<file path="src/rtl/tmr_mon_pkg.sv">
// tmr_mon_pkg: shared constants for the TMR fault monitor.
//   state_e        : monitor state encoding (NORMAL / DEGRADED / FAILED)
//   REP_A/B/C      : replica indices used for masks and per-replica arrays
//   persist_legal  : elaboration-time range check for the PERSIST parameter
package tmr_mon_pkg;

  typedef enum logic [1:0] {
    ST_NORMAL   = 2'd0,
    ST_DEGRADED = 2'd1,
    ST_FAILED   = 2'd2
  } state_e;

  localparam int REP_A   = 0;
  localparam int REP_B   = 1;
  localparam int REP_C   = 2;
  localparam int NUM_REP = 3;

  // Run counters only ever need to reach PERSIST, so 4 bits cover the legal range.
  localparam int PERSIST_MIN = 1;
  localparam int PERSIST_MAX = 15;
  localparam int RUN_W       = 4;

  function automatic bit persist_legal(input int p);
    return (p >= PERSIST_MIN) && (p <= PERSIST_MAX);
  endfunction

endpackage

</file>
<file path="src/rtl/tmr_replica_tracker.sv">
// tmr_replica_tracker: per-replica persistence filter and lifetime error count.
//   clk, rst        : clock, synchronous active-low reset
//   i_en            : sample enable; 0 holds all state
//   i_min           : this replica is in the minority this cycle
//   i_mask          : replica already declared failed
//   i_clr           : software clear (run counter only)
//   o_persist_hit   : this enabled sample completes a run of PERSIST minority cycles
//   o_err_cnt       : saturating count of minority cycles (reset-only clear)
module tmr_replica_tracker
  import tmr_mon_pkg::*;
#(
  parameter int PERSIST = 3,
  parameter int CNT_W   = 8
) (
  input  logic             clk,
  input  logic             rst,
  input  logic             i_en,
  input  logic             i_min,
  input  logic             i_mask,
  input  logic             i_clr,
  output logic             o_persist_hit,
  output logic [CNT_W-1:0] o_err_cnt
);

  localparam logic [RUN_W-1:0] P_SAT = RUN_W'(PERSIST);

  logic [RUN_W-1:0] r_run;
  logic [CNT_W-1:0] r_err_cnt;
  logic             w_active;

  assign w_active = i_en & ~i_mask & i_min;

  // Hit when this sample brings the run to PERSIST (or it is already saturated).
  assign o_persist_hit = w_active && (r_run >= (P_SAT - RUN_W'(1)));
  assign o_err_cnt     = r_err_cnt;

  always_ff @(posedge clk) begin
    if (!rst) begin
      r_run     <= '0;
      r_err_cnt <= '0;
    end else begin
      // Lifetime count ignores mask and clr: it is the exclusion/resync evidence.
      if (i_en && i_min && (r_err_cnt != '1))
        r_err_cnt <= r_err_cnt + CNT_W'(1);

      if (i_clr || i_mask)
        r_run <= '0;
      else if (i_en) begin
        if (!i_min)
          r_run <= '0;
        else if (r_run != P_SAT)
          r_run <= r_run + RUN_W'(1);
      end
    end
  end

endmodule

</file>
<file path="src/rtl/tmr_fault_monitor.sv">
// tmr_fault_monitor: watches the three replica buses feeding the voters,
// masks a persistently-minority replica, then duplex-compares the survivors.
//   clk, rst         : clock, synchronous active-low reset
//   en               : sample enable; 0 holds all state
//   rep_a/b/c        : replica output buses
//   clr              : software clear of fault state (err counts kept)
//   fault_mask       : bit0=A, bit1=B, bit2=C declared failed (sticky)
//   state            : 0=NORMAL, 1=DEGRADED, 2=FAILED
//   tmr_error        : sticky uncorrectable error
//   fault_irq        : one-cycle pulse on a fault-driven state change
//   err_cnt_a/b/c    : saturating minority-cycle counts per replica
module tmr_fault_monitor
  import tmr_mon_pkg::*;
#(
  parameter int WIDTH   = 27,
  parameter int PERSIST = 3,
  parameter int CNT_W   = 8
) (
  input  logic             clk,
  input  logic             rst,
  input  logic             en,
  input  logic [WIDTH-1:0] rep_a,
  input  logic [WIDTH-1:0] rep_b,
  input  logic [WIDTH-1:0] rep_c,
  input  logic             clr,
  output logic [2:0]       fault_mask,
  output logic [1:0]       state,
  output logic             tmr_error,
  output logic             fault_irq,
  output logic [CNT_W-1:0] err_cnt_a,
  output logic [CNT_W-1:0] err_cnt_b,
  output logic [CNT_W-1:0] err_cnt_c
);

  if (!persist_legal(PERSIST)) begin : g_bad_persist
    $error("tmr_fault_monitor: PERSIST out of range 1..15");
  end

  logic [NUM_REP-1:0][WIDTH-1:0] w_rep;
  logic [NUM_REP-1:0][CNT_W-1:0] w_err_cnt;
  logic [NUM_REP-1:0]            w_min;
  logic [NUM_REP-1:0]            w_hit;
  logic [1:0]                    w_hit_cnt;
  logic                          w_surv_diff;

  state_e             r_state, w_state_nxt;
  logic [NUM_REP-1:0] r_mask,  w_mask_nxt;
  logic               r_err,   w_err_nxt;
  logic               r_irq,   w_irq_nxt;

  assign w_rep = {rep_c, rep_b, rep_a};

  for (genvar g = 0; g < NUM_REP; g++) begin : g_trk
    // Minority: disagrees with both other replicas on at least one bit.
    assign w_min[g] = |((w_rep[g] ^ w_rep[(g+1)%NUM_REP]) &
                        (w_rep[g] ^ w_rep[(g+2)%NUM_REP]));

    tmr_replica_tracker #(
      .PERSIST (PERSIST),
      .CNT_W   (CNT_W)
    ) u_trk (
      .clk           (clk),
      .rst           (rst),
      .i_en          (en),
      .i_min         (w_min[g]),
      .i_mask        (r_mask[g]),
      .i_clr         (clr),
      .o_persist_hit (w_hit[g]),
      .o_err_cnt     (w_err_cnt[g])
    );
  end

  assign w_hit_cnt = {1'b0, w_hit[REP_A]} + {1'b0, w_hit[REP_B]} + {1'b0, w_hit[REP_C]};

  // Duplex compare of the two unmasked replicas; only meaningful in DEGRADED,
  // where exactly one mask bit is set.
  always_comb begin
    w_surv_diff = 1'b0;
    if (r_mask[REP_A])
      w_surv_diff = |(rep_b ^ rep_c);
    else if (r_mask[REP_B])
      w_surv_diff = |(rep_a ^ rep_c);
    else
      w_surv_diff = |(rep_a ^ rep_b);
  end

  always_comb begin
    w_state_nxt = r_state;
    w_mask_nxt  = r_mask;
    w_err_nxt   = r_err;
    w_irq_nxt   = 1'b0;
    if (clr) begin
      // Clear beats any detection in the same cycle.
      w_state_nxt = ST_NORMAL;
      w_mask_nxt  = '0;
      w_err_nxt   = 1'b0;
    end else if (en) begin
      unique case (r_state)
        ST_NORMAL: begin
          if (w_hit_cnt == 2'd1) begin
            w_mask_nxt  = r_mask | w_hit;
            w_state_nxt = ST_DEGRADED;
            w_irq_nxt   = 1'b1;
          end else if (w_hit_cnt >= 2'd2) begin
            w_mask_nxt  = r_mask | w_hit;
            w_state_nxt = ST_FAILED;
            w_err_nxt   = 1'b1;
            w_irq_nxt   = 1'b1;
          end
        end
        ST_DEGRADED: begin
          if (w_surv_diff) begin
            w_state_nxt = ST_FAILED;
            w_err_nxt   = 1'b1;
            w_irq_nxt   = 1'b1;
          end
        end
        default: ;
      endcase
    end
  end

  always_ff @(posedge clk) begin
    if (!rst) begin
      r_state <= ST_NORMAL;
      r_mask  <= '0;
      r_err   <= 1'b0;
      r_irq   <= 1'b0;
    end else begin
      r_state <= w_state_nxt;
      r_mask  <= w_mask_nxt;
      r_err   <= w_err_nxt;
      r_irq   <= w_irq_nxt;
    end
  end

  assign fault_mask = r_mask;
  assign state      = r_state;
  assign tmr_error  = r_err;
  assign fault_irq  = r_irq;
  assign err_cnt_a  = w_err_cnt[REP_A];
  assign err_cnt_b  = w_err_cnt[REP_B];
  assign err_cnt_c  = w_err_cnt[REP_C];

endmodule
</file>
<file path="config.mk">
export PLATFORM = sky130hd
export DESIGN_NAME = tmr_fault_monitor
export DESIGN_NICKNAME = d
export VERILOG_FILES = /design/src/rtl/tmr_mon_pkg.sv /design/src/rtl/tmr_replica_tracker.sv /design/src/rtl/tmr_fault_monitor.sv
export SDC_FILE = /design/constraint.sdc
export NUM_CORES = 1
export LEC_CHECK = 0
export CAP_MARGIN = 20
export CORE_UTILIZATION = 55
export DETAILED_ROUTE_END_ITERATION = 16
export PLACE_DENSITY = 0.86
export SLEW_MARGIN = 15
export SYNTH_ARGS = -nofsm -noshare
export SYNTH_HDL_FRONTEND = slang
export SYNTH_SLANG_ARGS = --single-unit
</file>
<file path="constraint.sdc">
create_clock -name clk -period 7.1 [get_ports clk]
set_clock_uncertainty 0.15 [all_clocks]
set_input_delay 1.065 -clock clk [delete_from_list [all_inputs] [get_ports clk]]
set_output_delay 1.065 -clock clk [all_outputs]
set_load 0.02 [all_outputs]
</file>
==> results.txt <==
* Outcome: complete, no violations
- After the last flow step, the layout net total stands at 822.
* Capturing point of the worst reg2reg path: fault_mask[2]$_SDFFE_PP0P_
- The first global-routing pass estimated 23.03 mm of wire.
- Counting every net in the synthesized netlist gives 781.
- Post-CTS timing repair inserted 0 buffers for setup.
* Pin count of the biggest net entering global routing: 25
- Cell with the biggest individual delay on the critical path: clkdlybuf4s50_1
* Post-Route WL: 14.36 mm
- In this run the horizontal extent of the chip is 98.91 um.
- In this run, synthesis produced a sequential element count of 43.
* Post-route standard cell area excluding fillers: 6106 um2
- Post-synth ARST share: 0%
- At the worst endpoint, the arrival time is 4.81 ns.
* # diodes: 0
* Clock tree from TritonCTS: done
- In this design, the stage delay of the slowest critical-path cell is 0.62 ns.
- Dominant cell by count in the synthesized netlist: buf_2
- Sum of overflow across all layers after global routing: 0
- Average detailed-routed wire length per instance: 17.21 um
* End of the worst hold path: g_trk[2].u_trk.o_err_cnt[3]$_SDFFE_PN0P_
- Along the worst path, the maximum fanout reaches 10.
- Final Cycle Share: 67.06%
- Clock root buffer: clkbuf_8
- Cells after Synth: 686
* Aggregate global-route resource usage: 29.45%
- DRC: 0
- Via count of the first global-routing pass: 4697
- Sequential area share after synthesis: 16.67%
- Worst setup slack for register-to-register paths: 4.36 ns
- The Yosys step of the flow raised 0 warnings.
- The number of cells on the worst reg-to-reg path is 8.
- Clock-pin transition on the worst setup and hold timing paths: 0.08 ns
- Final Wtd Congestion: 0.9496
- The tool flagged a number of max-cap violations equal to 0.
- Number of buffers added on ports: 115
- Setup total negative slack on the finished layout was measured at 0 ns.
- Worst hold path startpoint: g_trk[2].u_trk.o_err_cnt[3]$_SDFFE_PN0P_
* CTS resizes: 0
- The first detailed-routing pass took 5 iterations.
- CP Launch Type: input pin
- IR analysis of the VDD net gives a maximum drop of 60.12 uV.
- Average instance area after synthesis: 7.529 um2
* Relative area change from synthesis to final layout: 18.22%
- The total count of hold-check failures in the final report came to 0.
- Worst setup slack after layout: 2.339 ns
- Final number of max-transition violations: 0
* Relative slew slack: 38.13%
- Leading post-synthesis cells by cell area: dfxtp_1 17%, xnor2_1 8.5%, buf_2 6.2%
* List of most frequent post-synthesis cells: 64 x buf_2, 52 x nand2_1, 50 x xnor2_1
- Total number of vias: 5212
- The count of nets left with antenna violations once routing finished came out at 0.
- The first routing iteration left 444 violations.
- Number of antenna violations at the first check in global routing: 0
- For the finished layout, the period the worst path requires is 4.761 ns.
- In this run the cell area of the synthesized design comes to 5165 um2.
- After floorplanning, the core was divided into 34 placement rows.
- Area fraction of the dominant cell type after synthesis: 16.67%
- CTS max path bufs: 2
- Placed wire-length estimate after detailed placement: 11.45 mm
- Setup violations remaining at the end of the flow were counted as 0.
- The region available for standard cell placement spans 8891 um2.
- Hold timing on the final database bottoms out at a slack of 0.3656 ns.
- Setup repair after global routing left no endpoint under its margin.
- DIE AREA: 9782 um2
- Sinks on the clock net: 43
- During I/O placement, the number of pins put on the boundary was 116.
- Cell-by-cell listing of the critical path: clkdlybuf4s50_1, and3b_1, nor4_1, nand4_1, nor4_4, or2b_4, nor3_1, fa_1, o211ai_1, nor2_1, a32o_1
* Starting density of the core: 58.09%
* Vias per cell: 6.249
* Most common flop cell mapped by yosys: dfxtp_1
- The die is 98.91 um tall.
- The later pin in the worst-skew pair is clocked with a latency of 0.30 ns.
- Hold buffer count at CTS: 0
* Slew at the pin closest to its max-slew limit: 0.9237 ns
* Cell taking the most area after synthesis: dfxtp_1
* Leakage power figure: 2.164 nW
- The worst setup path is of the input pin to flip-flop kind.
- Highest clock frequency the design can meet: 210.0 MHz
- The netlist uses 60 different library cells.
- In this run the number of H-tree levels came out at 2.
- Worst reg2reg startpoint: g_trk[2].u_trk.r_run[0]$_SDFFE_PP0P_
- Number of buffers created by CTS: 5
- Setup WS pre-CTS: 2.139 ns
* Cell depth of the worst min-delay path: 2
- In the final layout, the share of cells above drive strength 1 is 6.061%.
- Endpoint required time on the critical path: 7.14 ns
- Number of flops mapped to enable cells by yosys: 0
- Placed cell areas: 6033 um2
- Power density normalized to cell area: 107.0 nW/um2
* Crit. End Element: flip-flop
- Path category of the worst min-delay check: flip-flop to flip-flop
[power breakdown]
group / leakage, nW / switching, mW / internal, mW / total [mW]
registers: 0.348 / 0.00630 / 0.246 / 0.252
clock network: 0.0371 / 0.0788 / 0.0656 / 0.144
logic: 1.78 / 0.134 / 0.122 / 0.257
total: 2.16 / 0.219 / 0.434 / 0.653
[kinds of logic after synthesis]
logic type | synth area share [%]
fa+ha+maj | 2.568
buf+inv | 9.254
compound gates | 10.66
flops | 16.67
xor+xnor | 14.07
mux | 2.326
simple gates | 44.45
[how the worst max path moves through the flow]
stage | cells after the start | slack, ns | endpoint | startpoint
6_report | 11 | 2.34 | fault_mask[2]$_SDFFE_PP0P_ | rep_a[9]
5_1_grt | 11 | 2.11 | fault_mask[2]$_SDFFE_PP0P_ | rep_a[9]
4_1_cts | 11 | 2.44 | fault_mask[2]$_SDFFE_PP0P_ | rep_a[9]
3_5_place_dp | 11 | 2.14 | fault_mask[2]$_SDFFE_PP0P_ | rep_a[9]
3_3_place_gp | 11 | 2.17 | fault_mask[2]$_SDFFE_PP0P_ | rep_a[9]
2_1_floorplan | 11 | 3.23 | fault_mask[2]$_SDFFE_PP0P_ | rep_c[9]
[final cells by class]
cell class	instances	area, um2
multi-input cells	547	3826
fillers	764	2785
repair buffers	116	1159
flip-flops and latches	43	860.8
well taps	108	135.1
clock buffers	6	72.57
inverters	14	52.55
[per-layer routing]
layer	vias to the layer above	part of all wire (%)	wire, um	global-route usage [%]
met5	-	0	0	0
met4	0	1.4	198	6.774
met3	24	6.9	988	4.043
met2	194	45	6526	47.88
met1	2441	46	6644	41.22
li1	2553	-	-	-
[per-stage QoR]
stage | instances | power [mW] | util, %
2_1_floorplan | 686 | 0.4285 | -
3_3_place_gp | 828 | 0.5015 | 67.86
3_5_place_dp | 828 | 0.5085 | 67.86
4_1_cts | 834 | 0.6488 | 68.67
5_1_grt | 834 | 0.6838 | 68.67
6_report | 834 | 0.6531 | 68.67
[flip-flops by register name, indices dropped and copies added (netlist names)]
| register | flops |
|---|---|
| fault_mask | 3 |
| fault_irq | 1 |
| g_trk.u_trk.o_err_cnt | 24 |
| state | 2 |
| tmr_error | 1 |
| g_trk.u_trk.r_run | 12 |
[cells in the final DEF (no fill, tap or decap), types with 3 or more instances in the layout]
cell / instances
and4_1: 3
xnor2_1: 50
and3b_1: 24
nand3b_1: 28
clkdlybuf4s50_1: 115
and3_1: 8
clkbuf_8: 5
a31oi_1: 7
nor2b_1: 6
nor3b_1: 25
or4_1: 6
nor2_1: 22
o22ai_1: 25
ha_1: 9
nand4_1: 37
dfxtp_1: 43
o211a_1: 3
nor3_1: 15
nor4_1: 31
nand2b_1: 37
inv_1: 14
mux2i_1: 12
or3b_2: 22
or2_2: 6
a21oi_1: 13
or3_1: 3
xor2_1: 33
nand2_1: 52
o21ai_0: 12
nand4b_1: 4
nand3_1: 19
[worst max-delay path: cells and delay by family]
family                   cells  cell delay [ns]
AND/OR/NAND/NOR              7             2.02
AO/OA/AOI/OAI                2             0.58
buffers and inverters        1             0.62
adder cells (fa/ha/maj)      1             0.52
No activity file was read; power rests on OpenSTA's default activity.
